**config.mk**
```make
export PLATFORM = sky130hd
export DESIGN_NAME = i2c_write_sequencer_flat
export DESIGN_NICKNAME = d
export VERILOG_FILES = /design/src/rtl/i2c_seq_pkg.sv /design/src/rtl/i2c_write_sequencer_if.sv /design/src/rtl/i2c_seq_fifo.sv /design/src/rtl/i2c_write_sequencer.sv /design/src/flat_wrapper.sv
export SDC_FILE = /design/constraint.sdc
export NUM_CORES = 1
export LEC_CHECK = 0
export BUFFER_PORTS_ARGS = -buffer_cell sky130_fd_sc_hd__buf_2
export CAP_MARGIN = 10
export CORE_MARGIN = 2
export CORE_UTILIZATION = 58
export DETAILED_ROUTE_END_ITERATION = 16
export PLACE_DENSITY_LB_ADDON = 0.3
export RECOVER_POWER = 25
export SLEW_MARGIN = 25
export SYNTH_ARGS = -nofsm -noshare
export SYNTH_HDL_FRONTEND = slang
export SYNTH_SLANG_ARGS = --single-unit
```
**constraint.sdc**
```tcl
create_clock -name clk -period 3.3 [get_ports clk]
set_input_delay 0.165 -clock clk [delete_from_list [all_inputs] [get_ports clk]]
set_output_delay 0.165 -clock clk [all_outputs]
set_load 0.02 [all_outputs]
```
**src/rtl/i2c_seq_pkg.sv**
```systemverilog
// Shared types and constants for the I2C write sequencer and its FIFO.
package i2c_seq_pkg;

  typedef enum logic [2:0] {
    IDLE,
    ADDR_REQ,
    ADDR_WAIT,
    DATA_REQ,
    DATA_WAIT,
    STOP_REQ,
    STOP_WAIT
  } seq_state_e;

  localparam logic I2C_WR_BIT         = 1'b0;
  localparam int   DEFAULT_FIFO_DEPTH = 8;

  // Address byte as it goes on the wire for a write: 7-bit address, R/W# low.
  function automatic logic [7:0] addr_byte(input logic [6:0] addr);
    return {addr, I2C_WR_BIT};
  endfunction

endpackage

```
**src/rtl/i2c_write_sequencer_if.sv**
```systemverilog
// Host command/FIFO port plus the I2C_Master command/status port, bundled.
// Master-side signal names match I2C_Master so the blocks connect by name.
interface i2c_write_sequencer_if
  import i2c_seq_pkg::*;
#(
  parameter int LEN_W      = 4,
  parameter int FIFO_DEPTH = DEFAULT_FIFO_DEPTH
) ();

  localparam int LVL_W = $clog2(FIFO_DEPTH) + 1;

  logic             cmd_valid;
  logic             cmd_ready;
  logic [6:0]       cmd_addr;
  logic [LEN_W-1:0] cmd_len;
  logic [7:0]       wdata;
  logic             wdata_valid;
  logic             wdata_ready;
  logic [LVL_W-1:0] fifo_level;
  logic             busy;
  logic             done;
  logic             err;
  logic             start;
  logic             stop;
  logic             i2c_en;
  logic [7:0]       tx_data;
  logic             ready;
  logic             tx_done;

  // The sequencer side.
  modport master (
    input  cmd_valid, cmd_addr, cmd_len, wdata, wdata_valid, ready, tx_done,
    output cmd_ready, wdata_ready, fifo_level, busy, done, err,
           start, stop, i2c_en, tx_data
  );

  // The host plus I2C_Master side.
  modport slave (
    output cmd_valid, cmd_addr, cmd_len, wdata, wdata_valid, ready, tx_done,
    input  cmd_ready, wdata_ready, fifo_level, busy, done, err,
           start, stop, i2c_en, tx_data
  );

endinterface

```
**src/rtl/i2c_seq_fifo.sv**
```systemverilog
// Synchronous write-data FIFO: push/pop/flush, occupancy level, full/empty.
// A push while full is dropped; a pop while empty is ignored.
module i2c_seq_fifo
  import i2c_seq_pkg::*;
#(
  parameter int DEPTH = DEFAULT_FIFO_DEPTH,
  parameter int W     = 8,
  localparam int AW   = $clog2(DEPTH)
) (
  input  logic         clk,
  input  logic         reset_n,
  input  logic         push,
  input  logic [W-1:0] din,
  input  logic         pop,
  input  logic         flush,
  output logic [W-1:0] head,
  output logic [AW:0]  level,
  output logic         full,
  output logic         empty
);

  logic [AW-1:0] wr_ptr_q, wr_ptr_d;
  logic [AW-1:0] rd_ptr_q, rd_ptr_d;
  logic [AW:0]   level_q, level_d;
  logic          push_ok, pop_ok;
  logic [W-1:0]  mem [DEPTH];

  assign full    = (level_q == (AW+1)'(DEPTH));
  assign empty   = (level_q == '0);
  assign push_ok = push && !full;
  assign pop_ok  = pop && !empty;
  assign level   = level_q;
  assign head    = mem[rd_ptr_q];

  // Storage is not reset; only the pointers define what is valid.
  for (genvar gi = 0; gi < DEPTH; gi++) begin : g_mem
    logic [W-1:0] entry_q;
    always_ff @(posedge clk) begin
      if (push_ok && (wr_ptr_q == AW'(gi))) begin
        entry_q <= din;
      end
    end
    assign mem[gi] = entry_q;
  end

  always_comb begin
    wr_ptr_d = wr_ptr_q;
    rd_ptr_d = rd_ptr_q;
    level_d  = level_q;
    if (flush) begin
      wr_ptr_d = '0;
      rd_ptr_d = '0;
      level_d  = '0;
    end else begin
      if (push_ok) wr_ptr_d = wr_ptr_q + 1'b1;
      if (pop_ok)  rd_ptr_d = rd_ptr_q + 1'b1;
      level_d = level_q + (AW+1)'(push_ok) - (AW+1)'(pop_ok);
    end
  end

  always_ff @(posedge clk or negedge reset_n) begin
    if (!reset_n) begin
      wr_ptr_q <= '0;
      rd_ptr_q <= '0;
      level_q  <= '0;
    end else begin
      wr_ptr_q <= wr_ptr_d;
      rd_ptr_q <= rd_ptr_d;
      level_q  <= level_d;
    end
  end

endmodule

```
**src/rtl/i2c_write_sequencer.sv**
```systemverilog
// Sequences START+address, N FIFO bytes and STOP through an I2C_Master.
// Define I2C_SEQ_TIMEOUT_EN to add the per-state watchdog and sticky err flag.
module i2c_write_sequencer
  import i2c_seq_pkg::*;
#(
  parameter int FIFO_DEPTH  = DEFAULT_FIFO_DEPTH,
  parameter int LEN_W       = 4,
  parameter int TIMEOUT_CYC = 100000
) (
  input logic                   clk,
  input logic                   reset_n,
  i2c_write_sequencer_if.master bus
);

  localparam int LVL_W = $clog2(FIFO_DEPTH) + 1;

  if (FIFO_DEPTH < 2 || (FIFO_DEPTH & (FIFO_DEPTH - 1)) != 0) begin : g_bad_depth
    $error("FIFO_DEPTH must be a power of two and at least 2");
  end
  if (TIMEOUT_CYC < 1) begin : g_bad_timeout
    $error("TIMEOUT_CYC must be at least 1");
  end

  seq_state_e       state_q, state_d;
  logic [6:0]       addr_q, addr_d;
  logic [LEN_W-1:0] rem_q, rem_d;
  logic             start_q, start_d;
  logic             stop_q, stop_d;
  logic             i2c_en_q, i2c_en_d;
  logic             done_q, done_d;
  logic             low_seen_q, low_seen_d;
  logic [7:0]       tx_data_q, tx_data_d;

  logic             fifo_pop, fifo_flush, fifo_full, fifo_empty;
  logic [7:0]       fifo_head;
  logic [LVL_W-1:0] fifo_level;

`ifdef I2C_SEQ_TIMEOUT_EN
  localparam int CNT_W = $clog2(TIMEOUT_CYC + 1);
  logic [CNT_W-1:0] cnt_q, cnt_d;
  logic             err_q, err_d;
  logic             timeout;
  // Fires on the edge at which the counter would reach TIMEOUT_CYC.
  assign timeout = (state_q != IDLE) && (cnt_q == CNT_W'(TIMEOUT_CYC - 1));
`endif

  i2c_seq_fifo #(.DEPTH(FIFO_DEPTH), .W(8)) u_fifo (
    .clk     (clk),
    .reset_n (reset_n),
    .push    (bus.wdata_valid),
    .din     (bus.wdata),
    .pop     (fifo_pop),
    .flush   (fifo_flush),
    .head    (fifo_head),
    .level   (fifo_level),
    .full    (fifo_full),
    .empty   (fifo_empty)
  );

  always_comb begin
    state_d    = state_q;
    addr_d     = addr_q;
    rem_d      = rem_q;
    start_d    = start_q;
    stop_d     = stop_q;
    tx_data_d  = tx_data_q;
    low_seen_d = low_seen_q;
    i2c_en_d   = 1'b0;
    done_d     = 1'b0;
    fifo_pop   = 1'b0;
    fifo_flush = 1'b0;
`ifdef I2C_SEQ_TIMEOUT_EN
    err_d      = err_q;
    cnt_d      = '0;
`endif

    case (state_q)
      IDLE: begin
        if (bus.cmd_valid) begin
          addr_d  = bus.cmd_addr;
          rem_d   = bus.cmd_len;
          state_d = ADDR_REQ;
`ifdef I2C_SEQ_TIMEOUT_EN
          err_d   = 1'b0;
`endif
        end
      end
      ADDR_REQ: begin
        if (bus.ready) begin
          i2c_en_d  = 1'b1;
          start_d   = 1'b1;
          stop_d    = 1'b0;
          tx_data_d = addr_byte(addr_q);
          state_d   = ADDR_WAIT;
        end
      end
      ADDR_WAIT: begin
        if (bus.tx_done) begin
          state_d = (rem_q != '0) ? DATA_REQ : STOP_REQ;
        end
      end
      DATA_REQ: begin
        // An empty FIFO simply stalls here until the host pushes more.
        if (bus.ready && !fifo_empty) begin
          i2c_en_d  = 1'b1;
          start_d   = 1'b0;
          stop_d    = 1'b0;
          tx_data_d = fifo_head;
          fifo_pop  = 1'b1;
          state_d   = DATA_WAIT;
        end
      end
      DATA_WAIT: begin
        if (bus.tx_done) begin
          rem_d   = rem_q - 1'b1;
          state_d = (rem_q != LEN_W'(1)) ? DATA_REQ : STOP_REQ;
        end
      end
      STOP_REQ: begin
        if (bus.ready) begin
          i2c_en_d   = 1'b1;
          start_d    = 1'b0;
          stop_d     = 1'b1;
          low_seen_d = 1'b0;
          state_d    = STOP_WAIT;
        end
      end
      STOP_WAIT: begin
        // The STOP is on the bus once ready has dropped and come back.
        if (!bus.ready) begin
          low_seen_d = 1'b1;
        end else if (low_seen_q) begin
          done_d  = 1'b1;
          stop_d  = 1'b0;
          state_d = IDLE;
        end
      end
      default: state_d = IDLE;
    endcase

`ifdef I2C_SEQ_TIMEOUT_EN
    if (timeout) begin
      err_d      = 1'b1;
      fifo_flush = 1'b1;
      fifo_pop   = 1'b0;
      i2c_en_d   = 1'b0;
      done_d     = 1'b0;
      start_d    = start_q;
      stop_d     = stop_q;
      tx_data_d  = tx_data_q;
      rem_d      = rem_q;
      state_d    = (state_q == STOP_REQ || state_q == STOP_WAIT) ? IDLE : STOP_REQ;
    end
    if (state_d == state_q && state_q != IDLE) begin
      cnt_d = cnt_q + 1'b1;
    end
`endif
  end

  always_ff @(posedge clk or negedge reset_n) begin
    if (!reset_n) begin
      state_q    <= IDLE;
      addr_q     <= '0;
      rem_q      <= '0;
      start_q    <= 1'b0;
      stop_q     <= 1'b0;
      tx_data_q  <= '0;
      i2c_en_q   <= 1'b0;
      done_q     <= 1'b0;
      low_seen_q <= 1'b0;
    end else begin
      state_q    <= state_d;
      addr_q     <= addr_d;
      rem_q      <= rem_d;
      start_q    <= start_d;
      stop_q     <= stop_d;
      tx_data_q  <= tx_data_d;
      i2c_en_q   <= i2c_en_d;
      done_q     <= done_d;
      low_seen_q <= low_seen_d;
    end
  end

`ifdef I2C_SEQ_TIMEOUT_EN
  always_ff @(posedge clk or negedge reset_n) begin
    if (!reset_n) begin
      cnt_q <= '0;
      err_q <= 1'b0;
    end else begin
      cnt_q <= cnt_d;
      err_q <= err_d;
    end
  end
  assign bus.err = err_q;
`else
  assign bus.err = 1'b0;
`endif

  assign bus.cmd_ready   = (state_q == IDLE);
  assign bus.busy        = (state_q != IDLE);
  assign bus.done        = done_q;
  assign bus.start       = start_q;
  assign bus.stop        = stop_q;
  assign bus.i2c_en      = i2c_en_q;
  assign bus.tx_data     = tx_data_q;
  assign bus.wdata_ready = !fifo_full;
  assign bus.fifo_level  = fifo_level;

endmodule

```
**src/flat_wrapper.sv**
```systemverilog
// flat-port wrapper written by rule: the top's interface ports become plain ports
module i2c_write_sequencer_flat import i2c_seq_pkg::*;
#(
  parameter int FIFO_DEPTH  = DEFAULT_FIFO_DEPTH,
  parameter int LEN_W       = 4,
  parameter int TIMEOUT_CYC = 100000
)
  (clk, reset_n, bus_cmd_valid, bus_cmd_addr, bus_cmd_len, bus_wdata, bus_wdata_valid, bus_ready, bus_tx_done, bus_cmd_ready, bus_wdata_ready, bus_fifo_level, bus_busy, bus_done, bus_err, bus_start, bus_stop, bus_i2c_en, bus_tx_data);
  i2c_write_sequencer_if #(.LEN_W(LEN_W), .FIFO_DEPTH(FIFO_DEPTH)) bus_i ();
  input logic clk;
  input logic reset_n;
  input wire logic [$bits(bus_i.cmd_valid)-1:0] bus_cmd_valid;
  input wire logic [$bits(bus_i.cmd_addr)-1:0] bus_cmd_addr;
  input wire logic [$bits(bus_i.cmd_len)-1:0] bus_cmd_len;
  input wire logic [$bits(bus_i.wdata)-1:0] bus_wdata;
  input wire logic [$bits(bus_i.wdata_valid)-1:0] bus_wdata_valid;
  input wire logic [$bits(bus_i.ready)-1:0] bus_ready;
  input wire logic [$bits(bus_i.tx_done)-1:0] bus_tx_done;
  output wire logic [$bits(bus_i.cmd_ready)-1:0] bus_cmd_ready;
  output wire logic [$bits(bus_i.wdata_ready)-1:0] bus_wdata_ready;
  output wire logic [$bits(bus_i.fifo_level)-1:0] bus_fifo_level;
  output wire logic [$bits(bus_i.busy)-1:0] bus_busy;
  output wire logic [$bits(bus_i.done)-1:0] bus_done;
  output wire logic [$bits(bus_i.err)-1:0] bus_err;
  output wire logic [$bits(bus_i.start)-1:0] bus_start;
  output wire logic [$bits(bus_i.stop)-1:0] bus_stop;
  output wire logic [$bits(bus_i.i2c_en)-1:0] bus_i2c_en;
  output wire logic [$bits(bus_i.tx_data)-1:0] bus_tx_data;
  assign bus_i.cmd_valid = bus_cmd_valid;
  assign bus_i.cmd_addr = bus_cmd_addr;
  assign bus_i.cmd_len = bus_cmd_len;
  assign bus_i.wdata = bus_wdata;
  assign bus_i.wdata_valid = bus_wdata_valid;
  assign bus_i.ready = bus_ready;
  assign bus_i.tx_done = bus_tx_done;
  assign bus_cmd_ready = bus_i.cmd_ready;
  assign bus_wdata_ready = bus_i.wdata_ready;
  assign bus_fifo_level = bus_i.fifo_level;
  assign bus_busy = bus_i.busy;
  assign bus_done = bus_i.done;
  assign bus_err = bus_i.err;
  assign bus_start = bus_i.start;
  assign bus_stop = bus_i.stop;
  assign bus_i2c_en = bus_i.i2c_en;
  assign bus_tx_data = bus_i.tx_data;
  i2c_write_sequencer #(.FIFO_DEPTH(FIFO_DEPTH), .LEN_W(LEN_W), .TIMEOUT_CYC(TIMEOUT_CYC)) u_core (.clk(clk), .reset_n(reset_n), .bus(bus_i));
endmodule
```
==> run summary <==
================================================================================
CP Launch Type                                                         flip-flop
Detailed-router iteration count before antenna repair                          5
Worst-case hold slack                                                  0.0303 ns
CP Launch Point                                                     u_core.u_fifo.level[2]$_DFF_PN0_
Critical Path Sink Type                                                flip-flop
Outcome                                                             complete, no violations
Vias                                                                        2622
Most frequently used flop master after synthesis                    sky130_fd_sc_hd__edfxtp_1
Initial Util                                                               0.591
Switching fraction of total power                                          0.368
Row count                                                                     32
Sinks on Clock Net                                                           101
Remaining routing DRC violations                                               0
Xor-xnor portion of the synthesized cell area                            0.00974
Hold Path Class                                                     input port to flip-flop
Average cell area after synthesis                                       14.5 um2
Cell at the root of the clock tree                                  sky130_fd_sc_hd__clkbuf_8
Design area                                                             5000 um2
Top library cells by usage in the layout, fill and taps aside       sky130_fd_sc_hd__edfxtp_1, sky130_fd_sc_hd__nand2_1, sky130_fd_sc_hd__dfrtp_1
Leakage                                                                  2.04 nW
Layout overhead on the synthesized area                                    11.4%
Resized Gates After CTS                                                        0
Total Routing Usage GR                                                     0.199
Dpl cell area                                                           4760 um2
Synth Area in Simple Gates                                                0.0999
Classification of the worst setup path                              flip-flop to flip-flop
Post-DP HPWL                                                             5380 um
Slew @ Worst Pin                                                        0.828 ns
Clock Pin Slew Worst Setup and Hold Paths                                0.09 ns
Logic pwr share                                                            0.342
Startpoint of the worst hold path                                   bus_cmd_addr[6]
Ratio of final minimum period to clock period                              0.782
Most common cell after layout, fill and taps aside                  sky130_fd_sc_hd__edfxtp_1
Net switching power of the design                                      0.00152 W
Clock latency reported for the late side of the worst-skew pair          0.36 ns
Post-synthesis sequential element count                                      101
Relative slew slack                                                        0.448
Worst-path fanout max                                                         10
Maximum clock skew at final layout                                     0.0122 ns
Max-capacitance violation count                                                0
Worst path required time                                                 3.58 ns
Core Region                                                             7610 um2
Longest Clk Path Bufs                                                          2
Largest voltage drop on the vdd net                                       298 uV
Worst Reg-to-Reg Cells                                                        11
Post-synth EDFFs                                                              64
Vias per Instance                                                           5.63
GPL Wtd Cong                                                               0.809
Top-level port count                                                          45
Final worst path period need                                             2.58 ns
WL per Instance                                                          17.0 um
CTS tree                                                                    done
Syn Std Cell Area                                                       4490 um2
Final hold vios                                                                0
Die ar.                                                                 8470 um2
Crit path DAT                                                            2.86 ns
Library cell with the largest summed area after synthesis           sky130_fd_sc_hd__edfxtp_1
Total number of nets in the final design                                     400
Input/output buffers                                                          43
Die X-Extent                                                             92.0 um
Dominant combinational cell family by area after synthesis          multiplexers
Compound-gate portion of the synthesized area                             0.0729
Hold path cells                                                                3
Wire length of the first global-routing pass                            12700 um
Number of failing setup endpoints in the final timing report                   0
Synthesized instance count                                                   311
Area share of the largest cell type after synthesis                        0.428
Critical register-to-register path startpoint                       u_core.u_fifo.level[2]$_DFF_PN0_
Share of synthesized flip-flops with an asynchronous set or reset          0.366
Violation count after the first detailed-routing iteration                   118
Mux share of post-synthesis cell area                                      0.102
Final-layout setup total negative slack                                     0 ns
Synthesized-area fraction occupied by adder cells                         0.0462
Number of setup buffers added after CTS                                        0
Die outline height                                                       92.0 um
Internal power contribution                                            0.00262 W
Synth unique cells                                                            50
Setup repair after global routing missed its margin                           no
Share of the yosys chip area belonging to registers                        0.634
Drt total wl                                                             7900 um
Number of levels the H-tree was split into                                     3
Number of buffers inserted during clock tree synthesis                         9
Number of filler cells placed in the layout                                  553
Initial antenna violation count                                                0
Synth area leaders                                                  sky130_fd_sc_hd__edfxtp_1, sky130_fd_sc_hd__dfrtp_1, sky130_fd_sc_hd__mux4_1
Fraction of layout instances using a drive strength above 1                0.170
Proportion of power drawn by flip-flops and latches                        0.480
Number of nets with antenna violations after routing                           0
Largest net degree at the start of global routing                             38
Number of warnings reported in the yosys synthesis log                         0
Global route overflow                                                          0
Number of diodes added for antenna fixing                                      0
Number of hold buffers added after CTS                                         7
Net count of the mapped netlist                                              352
Final number of max-transition violations                                      0
Share of total power in the clock network                                  0.179
Power per unit of standard cell area                                  827 nW/um2
Achievable frequency                                                   0.388 GHz
Via count of the first global-routing pass                                  2546
================================================================================
## through the flow
step | setup WS [ns] | util | total power (W) | instances
3_5_place_dp | 0.723 | 0.625 | 0.00343 | 443
3_3_place_gp | 0.855 | 0.625 | 0.00336 | 443
4_1_cts | 0.702 | 0.659 | 0.00418 | 466
6_report | 0.720 | 0.658 | 0.00414 | 466
5_1_grt | 0.528 | 0.658 | 0.00442 | 466
2_1_floorplan | 0.635 | - | 0.00304 | 311
## sequential cells by signal, indices dropped and copies added, names as in the netlist, 3 cells and up
| name | cells |
|---|---|
| u_core.u_fifo.rd_ptr_q | 3 |
| u_core.u_fifo.level | 4 |
| u_core.addr_q | 7 |
| u_core.u_fifo.g_mem.entry_q | 64 |
| u_core.u_fifo.wr_ptr_q | 3 |
| u_core.state_q | 3 |
| u_core.bus.tx_data | 8 |
| u_core.rem_q | 4 |
## synthesized netlist by cell type (2+ instances only)
master,count
sky130_fd_sc_hd__and3_1,9
sky130_fd_sc_hd__o211ai_1,4
sky130_fd_sc_hd__nand3_1,3
sky130_fd_sc_hd__ha_1,15
sky130_fd_sc_hd__mux4_1,15
sky130_fd_sc_hd__nor2b_1,9
sky130_fd_sc_hd__and2_1,2
sky130_fd_sc_hd__buf_6,2
sky130_fd_sc_hd__inv_1,14
sky130_fd_sc_hd__buf_2,5
sky130_fd_sc_hd__nand2_1,41
sky130_fd_sc_hd__or3b_2,2
sky130_fd_sc_hd__a211oi_1,6
sky130_fd_sc_hd__a31oi_1,2
sky130_fd_sc_hd__xor2_1,3
sky130_fd_sc_hd__clkbuf_1,6
sky130_fd_sc_hd__o31ai_1,6
sky130_fd_sc_hd__nand3b_1,2
sky130_fd_sc_hd__nor2_1,14
sky130_fd_sc_hd__xnor2_1,2
sky130_fd_sc_hd__mux2_2,3
sky130_fd_sc_hd__edfxtp_1,64
sky130_fd_sc_hd__a21oi_1,8
sky130_fd_sc_hd__o32ai_1,2
sky130_fd_sc_hd__o21ai_0,8
sky130_fd_sc_hd__dfrtp_1,37
sky130_fd_sc_hd__o22ai_1,4
## worst paths after layout
kind	slack, ns	to
worst max-delay path	0.72	u_core.u_fifo.level[3]$_DFF_PN0_
worst min-delay path	0.03	u_core.addr_q[6]$_DFFE_PN0P_
worst max register to register	0.72	u_core.u_fifo.level[3]$_DFF_PN0_
worst min register to register	0.49	u_core.bus.tx_data[4]$_DFFE_PN0P_
max in group asynchronous	2.34	u_core.u_fifo.level[2]$_DFF_PN0_
min in group asynchronous	0.43	u_core.low_seen_q$_DFFE_PN0P_
## metal layers
metal	wire length (um)	part of all wire	vias to the layer above	global-route usage
met5	0	0	-	0
met2	4190	0.53	60	0.349
met3	338	0.043	2	0.0509
met4	23	0.0029	0	0.0448
li1	-	-	1263	-
met1	3350	0.42	1297	0.250
## critical path: stages (launching register included)
cell,delay (ns)
sky130_fd_sc_hd__dfrtp_1,0.38
sky130_fd_sc_hd__inv_1,0.10
sky130_fd_sc_hd__ha_1,0.17
sky130_fd_sc_hd__or3b_2,0.48
sky130_fd_sc_hd__and2_1,0.27
sky130_fd_sc_hd__inv_1,0.12
sky130_fd_sc_hd__ha_1,0.15
sky130_fd_sc_hd__inv_1,0.07
sky130_fd_sc_hd__ha_1,0.27
sky130_fd_sc_hd__a21o_1,0.17
sky130_fd_sc_hd__a21oi_1,0.17
sky130_fd_sc_hd__xor2_1,0.15
## power by group through the flow
stage	Combinational [W]	Sequential, W	Clock, W
finish	0.00141	0.00199	0.000741
detailed placement	0.00142	0.00201	0
global route	0.00158	0.00204	0.000809
CTS	0.00143	0.00198	0.000763
global placement	0.00136	0.00199	0
floorplan	0.00111	0.00193	0
## layout make-up
cell class	count	area (um2)	share of cell area
sequential	101	2850	0.569
multi-input combinational	180	1490	0.298
timing repair buffer	53	298	0.0595
tap	102	128	0.0255
clock buffer	9	124	0.0248
clock inverter	7	62.6	0.0125
inverter	14	52.6	0.0105
## kinds of logic (layout without fill, tap and decap cells)
| kind of cell | after synthesis | in the layout |
|---|---|---|
| flops | 101 | 101 |
| simple gates | 90 | 90 |
| compound gates | 48 | 48 |
| buf+inv | 30 | 83 |
| mux | 20 | 20 |
| fa+ha+maj | 16 | 16 |
| xor+xnor | 5 | 5 |
| other cells | 1 | 1 |
(Power assumes the default switching activity.)
